## src/rtl/spi_xfer_pkg.sv

```systemverilog
// Shared types and defaults for the two-requester SPI burst arbiter.
// The state encoding is also visible to checkers through the top-level state port.
package spi_xfer_pkg;

    localparam int LEN_W_DEF   = 8;
    localparam int GAP_CYC_DEF = 4;

    typedef enum logic [2:0] {
        ST_IDLE      = 3'd0,
        ST_LOAD      = 3'd1,
        ST_XFER      = 3'd2,
        ST_WAIT_DONE = 3'd3,
        ST_GAP       = 3'd4
    } xfer_state_e;

    function automatic logic [1:0] onehot2(input logic idx);
        onehot2 = idx ? 2'b10 : 2'b01;
    endfunction

endpackage

```

## src/rtl/rr_arbiter2.sv

```systemverilog
// Two-input round-robin arbiter; the priority pointer moves to the other
// requester whenever the current owner releases the resource.
module rr_arbiter2 (
    input  logic       clk,
    input  logic       reset,
    input  logic [1:0] req,
    input  logic       rel_strobe,
    input  logic       rel_idx,
    output logic       win_valid,
    output logic       win_idx
);

    logic ptr;

    always_ff @(posedge clk or negedge reset) begin
        if (!reset) begin
            ptr <= 1'b0;
        end else if (rel_strobe) begin
            ptr <= ~rel_idx;
        end
    end

    always_comb begin
        win_valid = |req;
        win_idx   = 1'b0;
        case (req)
            2'b10:   win_idx = 1'b1;
            2'b11:   win_idx = ptr;
            default: win_idx = 1'b0;
        endcase
    end

endmodule

```

## src/rtl/spi_xfer_arbiter.sv

```systemverilog
// Shares one spi_master between two requesters: round-robin grant, burst
// sequencing of TX bytes, and routing of RX bytes / completion to the owner.
module spi_xfer_arbiter
    import spi_xfer_pkg::*;
#(
    parameter int LEN_W   = LEN_W_DEF,
    parameter int GAP_CYC = GAP_CYC_DEF
) (
    input  logic                 clk,
    input  logic                 reset,
    input  logic [1:0]           req,
    input  logic [2*LEN_W-1:0]   req_len,
    input  logic [15:0]          tx_data,
    output logic [1:0]           tx_next,
    output logic [7:0]           rx_data,
    output logic [1:0]           rx_valid,
    output logic [1:0]           done,
    output logic [1:0]           grant,
    output logic                 mst_start,
    output logic [7:0]           mst_thr,
    output logic                 mst_last,
    input  logic                 mst_txrdy,
    input  logic                 mst_rxrdy,
    input  logic [7:0]           mst_rhr,
    input  logic                 mst_done,
    output xfer_state_e          state
);

    localparam logic [7:0]       GAP_LAST = 8'(GAP_CYC - 1);
    localparam logic [LEN_W-1:0] ONE      = LEN_W'(1);

    // Requester handshake: tx_next[k] is a one-cycle pulse meaning the byte on
    // tx_data[k] was taken and the next one must be presented by the following
    // clock; rx_valid[k] and done[k] are one-cycle pulses with no back-pressure.
    xfer_state_e      state_d;
    logic             owner;
    logic [LEN_W-1:0] tx_cnt;
    logic [LEN_W-1:0] rx_cnt;
    logic [LEN_W-1:0] len_sel;
    logic [7:0]       gap_cnt;
    logic [7:0]       tx_byte;
    logic             arb_valid;
    logic             arb_idx;
    logic             busy;
    logic             do_load;
    logic             do_tx;
    logic             do_rx;
    logic             rx_last;
    logic             do_end;

    rr_arbiter2 u_arb (
        .clk        (clk),
        .reset      (reset),
        .req        (req),
        .rel_strobe (do_end),
        .rel_idx    (owner),
        .win_valid  (arb_valid),
        .win_idx    (arb_idx)
    );

    assign len_sel = arb_idx ? req_len[2*LEN_W-1:LEN_W] : req_len[LEN_W-1:0];
    assign tx_byte = owner ? tx_data[15:8] : tx_data[7:0];

    // An early mst_done is taken as completion so a confused master cannot hang the bus.
    always_comb begin
        busy    = (state == ST_LOAD) || (state == ST_XFER) || (state == ST_WAIT_DONE);
        do_load = (state == ST_LOAD) && (tx_cnt != '0);
        do_tx   = (state == ST_XFER) && mst_txrdy && (tx_cnt != '0);
        do_rx   = busy && mst_rxrdy && (rx_cnt != '0);
        rx_last = do_rx && (rx_cnt == ONE);
        do_end  = ((state == ST_LOAD) && (tx_cnt == '0)) ||
                  (((state == ST_XFER) || (state == ST_WAIT_DONE)) && mst_done);
    end

    always_comb begin
        state_d = state;
        case (state)
            ST_IDLE:      if (arb_valid) state_d = ST_LOAD;
            ST_LOAD:      state_d = (tx_cnt == '0) ? ST_GAP : ST_XFER;
            ST_XFER: begin
                if (do_end)       state_d = ST_GAP;
                else if (rx_last) state_d = ST_WAIT_DONE;
            end
            ST_WAIT_DONE: if (mst_done) state_d = ST_GAP;
            ST_GAP:       if (gap_cnt == GAP_LAST) state_d = ST_IDLE;
            default:      state_d = ST_IDLE;
        endcase
    end

    always_ff @(posedge clk or negedge reset) begin
        if (!reset) begin
            state <= ST_IDLE;
        end else begin
            state <= state_d;
        end
    end

    always_ff @(posedge clk or negedge reset) begin
        if (!reset) begin
            grant     <= 2'b00;
            owner     <= 1'b0;
            tx_cnt    <= '0;
            rx_cnt    <= '0;
            gap_cnt   <= 8'd0;
            mst_thr   <= 8'h00;
            mst_last  <= 1'b0;
            mst_start <= 1'b0;
            tx_next   <= 2'b00;
            rx_data   <= 8'h00;
            rx_valid  <= 2'b00;
            done      <= 2'b00;
        end else begin
            tx_next   <= 2'b00;
            rx_valid  <= 2'b00;
            done      <= 2'b00;
            mst_start <= 1'b0;
            gap_cnt   <= (state == ST_GAP) ? gap_cnt + 8'd1 : 8'd0;

            if ((state == ST_IDLE) && arb_valid) begin
                grant  <= onehot2(arb_idx);
                owner  <= arb_idx;
                tx_cnt <= len_sel;
                rx_cnt <= len_sel;
            end

            if (do_load || do_tx) begin
                mst_thr   <= tx_byte;
                mst_last  <= (tx_cnt == ONE);
                mst_start <= do_load;
                tx_next   <= onehot2(owner);
                tx_cnt    <= tx_cnt - ONE;
            end

            if (do_rx) begin
                rx_data  <= mst_rhr;
                rx_valid <= onehot2(owner);
                rx_cnt   <= rx_cnt - ONE;
            end

            if (do_end) begin
                done  <= onehot2(owner);
                grant <= 2'b00;
            end
        end
    end

endmodule

```

## config.mk

```make
export PLATFORM = sky130hd
export DESIGN_NAME = spi_xfer_arbiter
export DESIGN_NICKNAME = d
export VERILOG_FILES = /design/src/rtl/spi_xfer_pkg.sv /design/src/rtl/rr_arbiter2.sv /design/src/rtl/spi_xfer_arbiter.sv
export SDC_FILE = /design/constraint.sdc
export NUM_CORES = 1
export LEC_CHECK = 0
export CORE_AREA = 2 2 64 112
export CTS_BUF_LIST = sky130_fd_sc_hd__clkbuf_16
export DETAILED_ROUTE_END_ITERATION = 6
export DIE_AREA = 0 0 66 114
export GPL_TIMING_DRIVEN = 0
export PLACE_DENSITY = 0.75
export SETUP_SLACK_MARGIN = 0.15
export SYNTH_ARGS = -nofsm -noshare
export SYNTH_HDL_FRONTEND = slang
export SYNTH_SLANG_ARGS = --single-unit
```

## constraint.sdc

```tcl
create_clock -name clk -period 2.1 [get_ports clk]
set_clock_uncertainty 0.05 [all_clocks]
set_input_delay 0.315 -clock clk [delete_from_list [all_inputs] [get_ports clk]]
set_output_delay 0.315 -clock clk [all_outputs]
set_load 0.005 [all_outputs]
```

## After elaboration in Yosys (flattened, before gate mapping)

Cells that the tools add are included.

- Flip-flop bits (word level): 55
- Bits of input ports: 47
- Output and inout port bits: 29
- Word-level logic and storage cells: 76

- Add/sub/neg operators: 3
- Eq/ne operators: 13
- Mux-type cells: 22
- Bitwise operators: 1
- Reduce and logical (&&, ||, !) cells: 23

Operator list:

| operator | number |
|---|---|
| $mux 8 | 6 |
| $mux 3 | 6 |
| $eq 8x1->1 const B | 2 |
| $reduce_bool 8->1 | 2 |
| $sub 8x1->8 const B | 2 |
| $pmux 3 s5 | 1 |
| $mux 2 | 7 |
| $logic_and 1x1->1 | 9 |
| $add 8x1->8 const B | 1 |
| $eq 8x2->1 const B | 1 |
| $logic_not 8->1 | 1 |
| $eq 3x2->1 const B | 2 |
| $ne 2x2->1 const B | 3 |
| $reduce_bool 2->1 | 3 |
| $logic_or 1x1->1 | 5 |
| $eq 2x2->1 const B | 2 |
| $reduce_and 4->1 | 1 |
| $eq 3x1->1 const B | 1 |
| $eq 3x3->1 const B | 1 |
| $logic_not 3->1 | 1 |
| $ne 3x3->1 const B | 1 |
| $pmux 1 s2 | 1 |
| $reduce_or 2->1 | 1 |
| $mux 1 | 1 |
| $not 1->1 | 1 |

## Depth between registers and ports, before layout

- Depth after elaboration: 9
- Gate-level depth with buffers: 8
- Gate-level depth less buffers: 7

## Modules after synthesis

Synthesis repeated with hierarchy kept, for this count alone.

- Cells, all modules: 282
- Area total of the unflattened synthesis: 2772.7 um^2

Modules (own cells, without submodules):

| module | instances | cells each | area an instance (um^2) | sequential area each (um^2) |
|---|---|---|---|---|
| spi_xfer_arbiter | 1 | 277 | 2720.1 | 1351.3 |
| rr_arbiter2 | 1 | 5 | 52.6 | 25.0 |

## Worst setup path before layout

Ideal clock, no wire load.

- Path kind: flip-flop to flip-flop
- Start point: register gap_cnt[0]
- End point: register state[1]
- Library setup time: 0.125 ns
- Arrival time: 1.860 ns
- Required time: 1.925 ns
- Slack: 0.065 ns
- Stages on the path, launching flop included: 7
- Path buffers: 0
- Period minus slack after synthesis: 2.035 ns
- Cell sequence: dfrtp_1 -> ha_1 -> or4b_4 -> nor4_4 -> o22ai_2 -> a31oi_4 -> mux2_4

- Word-level cells in the longest chain between the ends: 3

RTL lines:

| element | RTL line | source |
|---|---|---|
| start: declaration | spi_xfer_arbiter.sv:40 | `logic [7:0] gap_cnt;` |
| start signal: assignment | spi_xfer_arbiter.sv:117 | `gap_cnt <= (state == ST_GAP) ? gap_cnt + 8'd1 : 8'd0;` |
| $eq 8x2->1 | spi_xfer_arbiter.sv:85 | `ST_GAP: if (gap_cnt == GAP_LAST) state_d = ST_IDLE;` |
| $ne 2x2->1 (no source line) | - |  |
| $reduce_and 4->1 (no source line) | - |  |
| end signal: assignment | spi_xfer_arbiter.sv:94 | `state <= state_d;` |
| end: declaration | spi_xfer_arbiter.sv:26 | `output xfer_state_e state` |

Every way passes these cells.
A chain may end at the register's enable or synchronous reset.

## Final worst setup path

- Start point: register rx_cnt[1]
- End point: register rx_cnt[4]

- Word-level cells in the longest chain between the ends: 3
- Elaborated cells between the ends (all ways): 5
- Those cells by class: add/sub (1); mux (1); reduce/logical (3)

RTL lines:

| element | RTL line | source |
|---|---|---|
| start: declaration | spi_xfer_arbiter.sv:38 | `logic [LEN_W-1:0] rx_cnt;` |
| start signal: assignment | spi_xfer_arbiter.sv:123 | `rx_cnt <= len_sel;` |
| start signal: assignment | spi_xfer_arbiter.sv:137 | `rx_cnt <= rx_cnt - ONE;` |
| parallel branches: the longest is 3 deep, another holds $sub 8x1->8 | - |  |

Several ways; the timed one is not identified.

==> impl_metrics.py <==
metrics = {
    "die": {
        "dieHeight_um": 114,
        "fp.dieArea_mm2": 0.007524,
        "core_area_mm2": 0.006706,
        "start_util_pct": 42.69,
        "rows": 40,
        "ios": 76,
        "die_w_um": 66,
    },
    "setup_path": {
        "rrSetupSlack_ns": 0.02,
        "cp_top_family": "compound AO/OA/AOI/OAI gates",
        "crit_buf_inv": 2,
        "max_stage_delay_ns": 0.41,
        "end_kind": "register",
        "arrival_ns": 2.23,
        "cp_max_fo": 5,
        "crit_slowest_cell": "a2111oi_4",
        "critPathRequiredTime_ns": 2.25,
        "path_class": "register to register",
        "crit_path_start_kind": "register",
        "crit_chain": "inv_2 -> ha_4 -> nor4b_4 -> buf_4 -> a2111oi_4 -> a2bb2oi_1 -> nor2_1 -> a211oi_2",
    },
    "power": {
        "p_total_w": 0.005669,
        "p_clk_share_pct": 14.4,
        "power.density_mw_per_mm2": 1367,
        "swShare_pct": 40.00,
        "p_leak_nw": 1.820,
        "internal_power_w": 0.003402,
        "seqPwrFrac_pct": 33.1,
        "switchingPower_w": 0.002268,
        "peakVddDrop_mv": 0.9615,
        "comb_power_share_pct": 52.5,
    },
    "synthesis": {
        "syn_area_per_cell_um2": 9.872,
        "synth_top_cell_by_area": "dfrtp_1",
        "synth_cell_types": 55,
        "syn_area_mm2": 0.002863,
        "ys_seq_area_share_pct": 48.08,
        "synth_warnings": 0,
        "ys.flop_type": "dfrtp_1",
        "synth-edff-count": 0,
        "netlist.area_leader.share_pct": 48.08,
        "async_flop_share_pct": 100.0,
        "synth-seq-cells": 55,
        "synth_area_leaders": "dfrtp_1 (48%), nand2_1 (6.9%), mux2i_1 (4.5%), nor2_1 (3.0%), ha_1 (2.6%)",
        "syn_inst": 290,
        "syn-num-nets": 343,
    },
    "timing": {
        "setup_viol": 0,
        "slew_viol_final": 0,
        "fin_crit_sh_pct": 99.14,
        "slew_headroom_pct": 47.74,
        "timing.hold.ws_ns": 0.4302,
        "min_period_ns": 2.082,
        "max_freq_ghz": 0.4803,
        "hold_viol_final": 0,
        "rsz0062_at_grt": "true",
        "worst_pin_slew_ns": 0.7767,
    },
    "detailed_routing": {
        "drtIter0Drc": 166,
        "drt-vias-per-instance": 5.488,
        "vias": 2618,
        "final_antenna_net_count": 0,
        "wirelength_mm": 7.734,
        "drc": 0,
        "wl_per_cell_um": 16.21,
        "drtPass1Iterations": 5,
    },
    "global_route": {
        "grt_max_degree": 34,
        "grtUsageTotal_pct": 21.60,
        "grt_overflow": 0,
        "grt_pass1_vias": 2572,
        "antenna_found_initial": 0,
        "grt_pass1_wl_mm": 12.51,
    },
    "finish": {
        "instances_no_fill": 477,
        "drive_gt1_share_pct": 16.54,
        "syn2layout_area_growth_pct": 44.84,
        "final_nets": 445,
        "final_area_mm2": 0.004146,
        "n_antenna_cell": 0,
    },
    "worst_hold_path": {
        "hold_class": "register to register",
    },
    "run_status": {
        "status": "finished, final reports clean",
    },
    "clocking": {
        "path_clk_slew_ns": 0.07,
        "cts_tree": "built",
        "cts_max_level": 2,
        "cts_buffer_depth": 2,
        "root_buffer": "clkbuf_16",
        "insertion_delay_ns": 0.30,
        "clock_sinks": 55,
        "cts_buffers": 5,
    },
    "run": {
        "cap_violations": 0,
    },
    "place": {
        "io_buffers": 75,
        "routabilityCongestion": 0.8821,
        "place_hpwl_mm": 5.314,
        "dp.cells": 450,
        "place_area_mm2": 0.003736,
    },
}
[what timing repair did]
action | CTS | global route
hold buffers | 1 | 0
setup endpoints to repair | 35 | 38
resized for setup | 14 | 15
hold endpoints to repair | 22 | 0
setup buffers | 10 | 8
pin swaps | 9 | 9
[synth_stat cells, types with 2 or more instances]
cell type / number
a31oi_1: 2
nand2b_1: 3
inv_1: 9
mux2i_1: 13
o21ai_0: 13
a21oi_1: 7
o221ai_1: 4
dfrtp_1: 55
nor3_2: 3
or4_1: 2
and2_1: 2
nor4_1: 3
mux2_2: 3
nor2b_1: 3
ha_1: 6
o21ai_1: 2
xor2_1: 5
buf_2: 4
a21o_1: 3
nand2_1: 53
nand4_1: 3
clkbuf_1: 6
o211ai_1: 3
a22oi_1: 2
nand3_1: 12
and3_1: 6
a2bb2oi_1: 2
a211oi_1: 4
a311o_1: 2
nor3_1: 8
nor2_1: 23
[tightest hold or removal path: stages (launching register included)]
cell,delay (ns)
dfrtp_1,0.34
nand2_1,0.04
o21ai_0,0.06
[cell families (layout without fill, tap and decap cells)]
group | count (synthesis) | after routing | share of synthesized area (%)
simple gates | 132 | 132 | 24.17
flops | 55 | 55 | 48.08
compound gates | 54 | 54 | 14.25
buf+inv | 20 | 123 | 2.797
mux | 17 | 17 | 6.250
fa+ha+maj | 6 | 6 | 2.622
xor+xnor | 6 | 6 | 1.836
[metrics by stage]
stage,util (%),worst slack [ns],setup TNS [ns]
after global routing,61.83,0.0004887,0
final,61.83,0.01808,0
after detailed placement,55.71,-0.2423,-2.012
after floorplan,-,0.07512,0
after CTS,60.15,-0.09941,-0.09941
after global placement,55.49,-1.032,-57.50
[layer usage]
layer	up-vias	wire length (um)	track usage [%]	part of all wire, %
met2	100	3937	35.08	51
met3	17	444	5.030	5.7
li1	1237	-	-	-
met4	0	234	9.660	3.0
met5	-	0	0	0
met1	1264	3117	27.06	40
[path summary, 6_finish.rpt]
kind,startpoint,to,depth (start not counted)
min,mst_thr[2],mst_thr[2],2
max reg2reg,rx_cnt[1],rx_cnt[4],8
max in group asynchronous,reset,grant[1],3
max,rx_cnt[1],rx_cnt[4],8
min in group asynchronous,reset,rx_cnt[4],2
min reg2reg,mst_thr[2],mst_thr[2],2
[area by class of cell]
type                       count  area, um2
fill                         604       2560
inverter                       9      33.78
sequential                    55       1376
tap                           84      105.1
clock buffer                   5      125.1
clock inverter                 3      16.27
buffer                        11      61.31
timing repair buffer          95      928.4
multi-input combinational    215       1500
[cells in the final DEF, fill, tap and decap left out, drive strengths merged, types with 3 or more instances in the layout]
master / synthesis / routed
a21o: 3 / 3
nand2: 53 / 53
ha: 6 / 6
mux2i: 13 / 13
nand3: 12 / 12
xor2: 5 / 5
clkbuf: 6 / 10
nor2: 23 / 23
nand4: 4 / 4
nor2b: 3 / 3
nand2b: 3 / 3
a211oi: 4 / 4
o221ai: 4 / 4
nor3: 11 / 11
and3: 7 / 7
clkdlybuf4s50: 0 / 74
nor4: 5 / 5
o211ai: 3 / 3
buf: 5 / 26
mux2: 4 / 4
o21ai: 16 / 16
a31oi: 3 / 3
dfrtp: 55 / 55
a21oi: 7 / 7
inv: 9 / 10
[flip-flops by register name, indices dropped and copies added, names as in the netlist]
signal	flops
u_arb.ptr	1
owner	1
tx_next	2
mst_thr	8
gap_cnt	8
tx_cnt	8
state	3
mst_start	1
done	2
rx_valid	2
rx_cnt	8
mst_last	1
rx_data	8
grant	2
[power by group through the flow]
stage / clock network (W) / registers (W) / logic, W
after floorplan: 0 / 0.00182 / 0.00155
after global placement: 0 / 0.00184 / 0.00251
after detailed placement: 0 / 0.00186 / 0.00256
after CTS: 0.000831 / 0.00184 / 0.00278
after global routing: 0.000883 / 0.00193 / 0.00327
final: 0.000814 / 0.00188 / 0.00298
No activity file was read; power rests on OpenSTA's default activity.
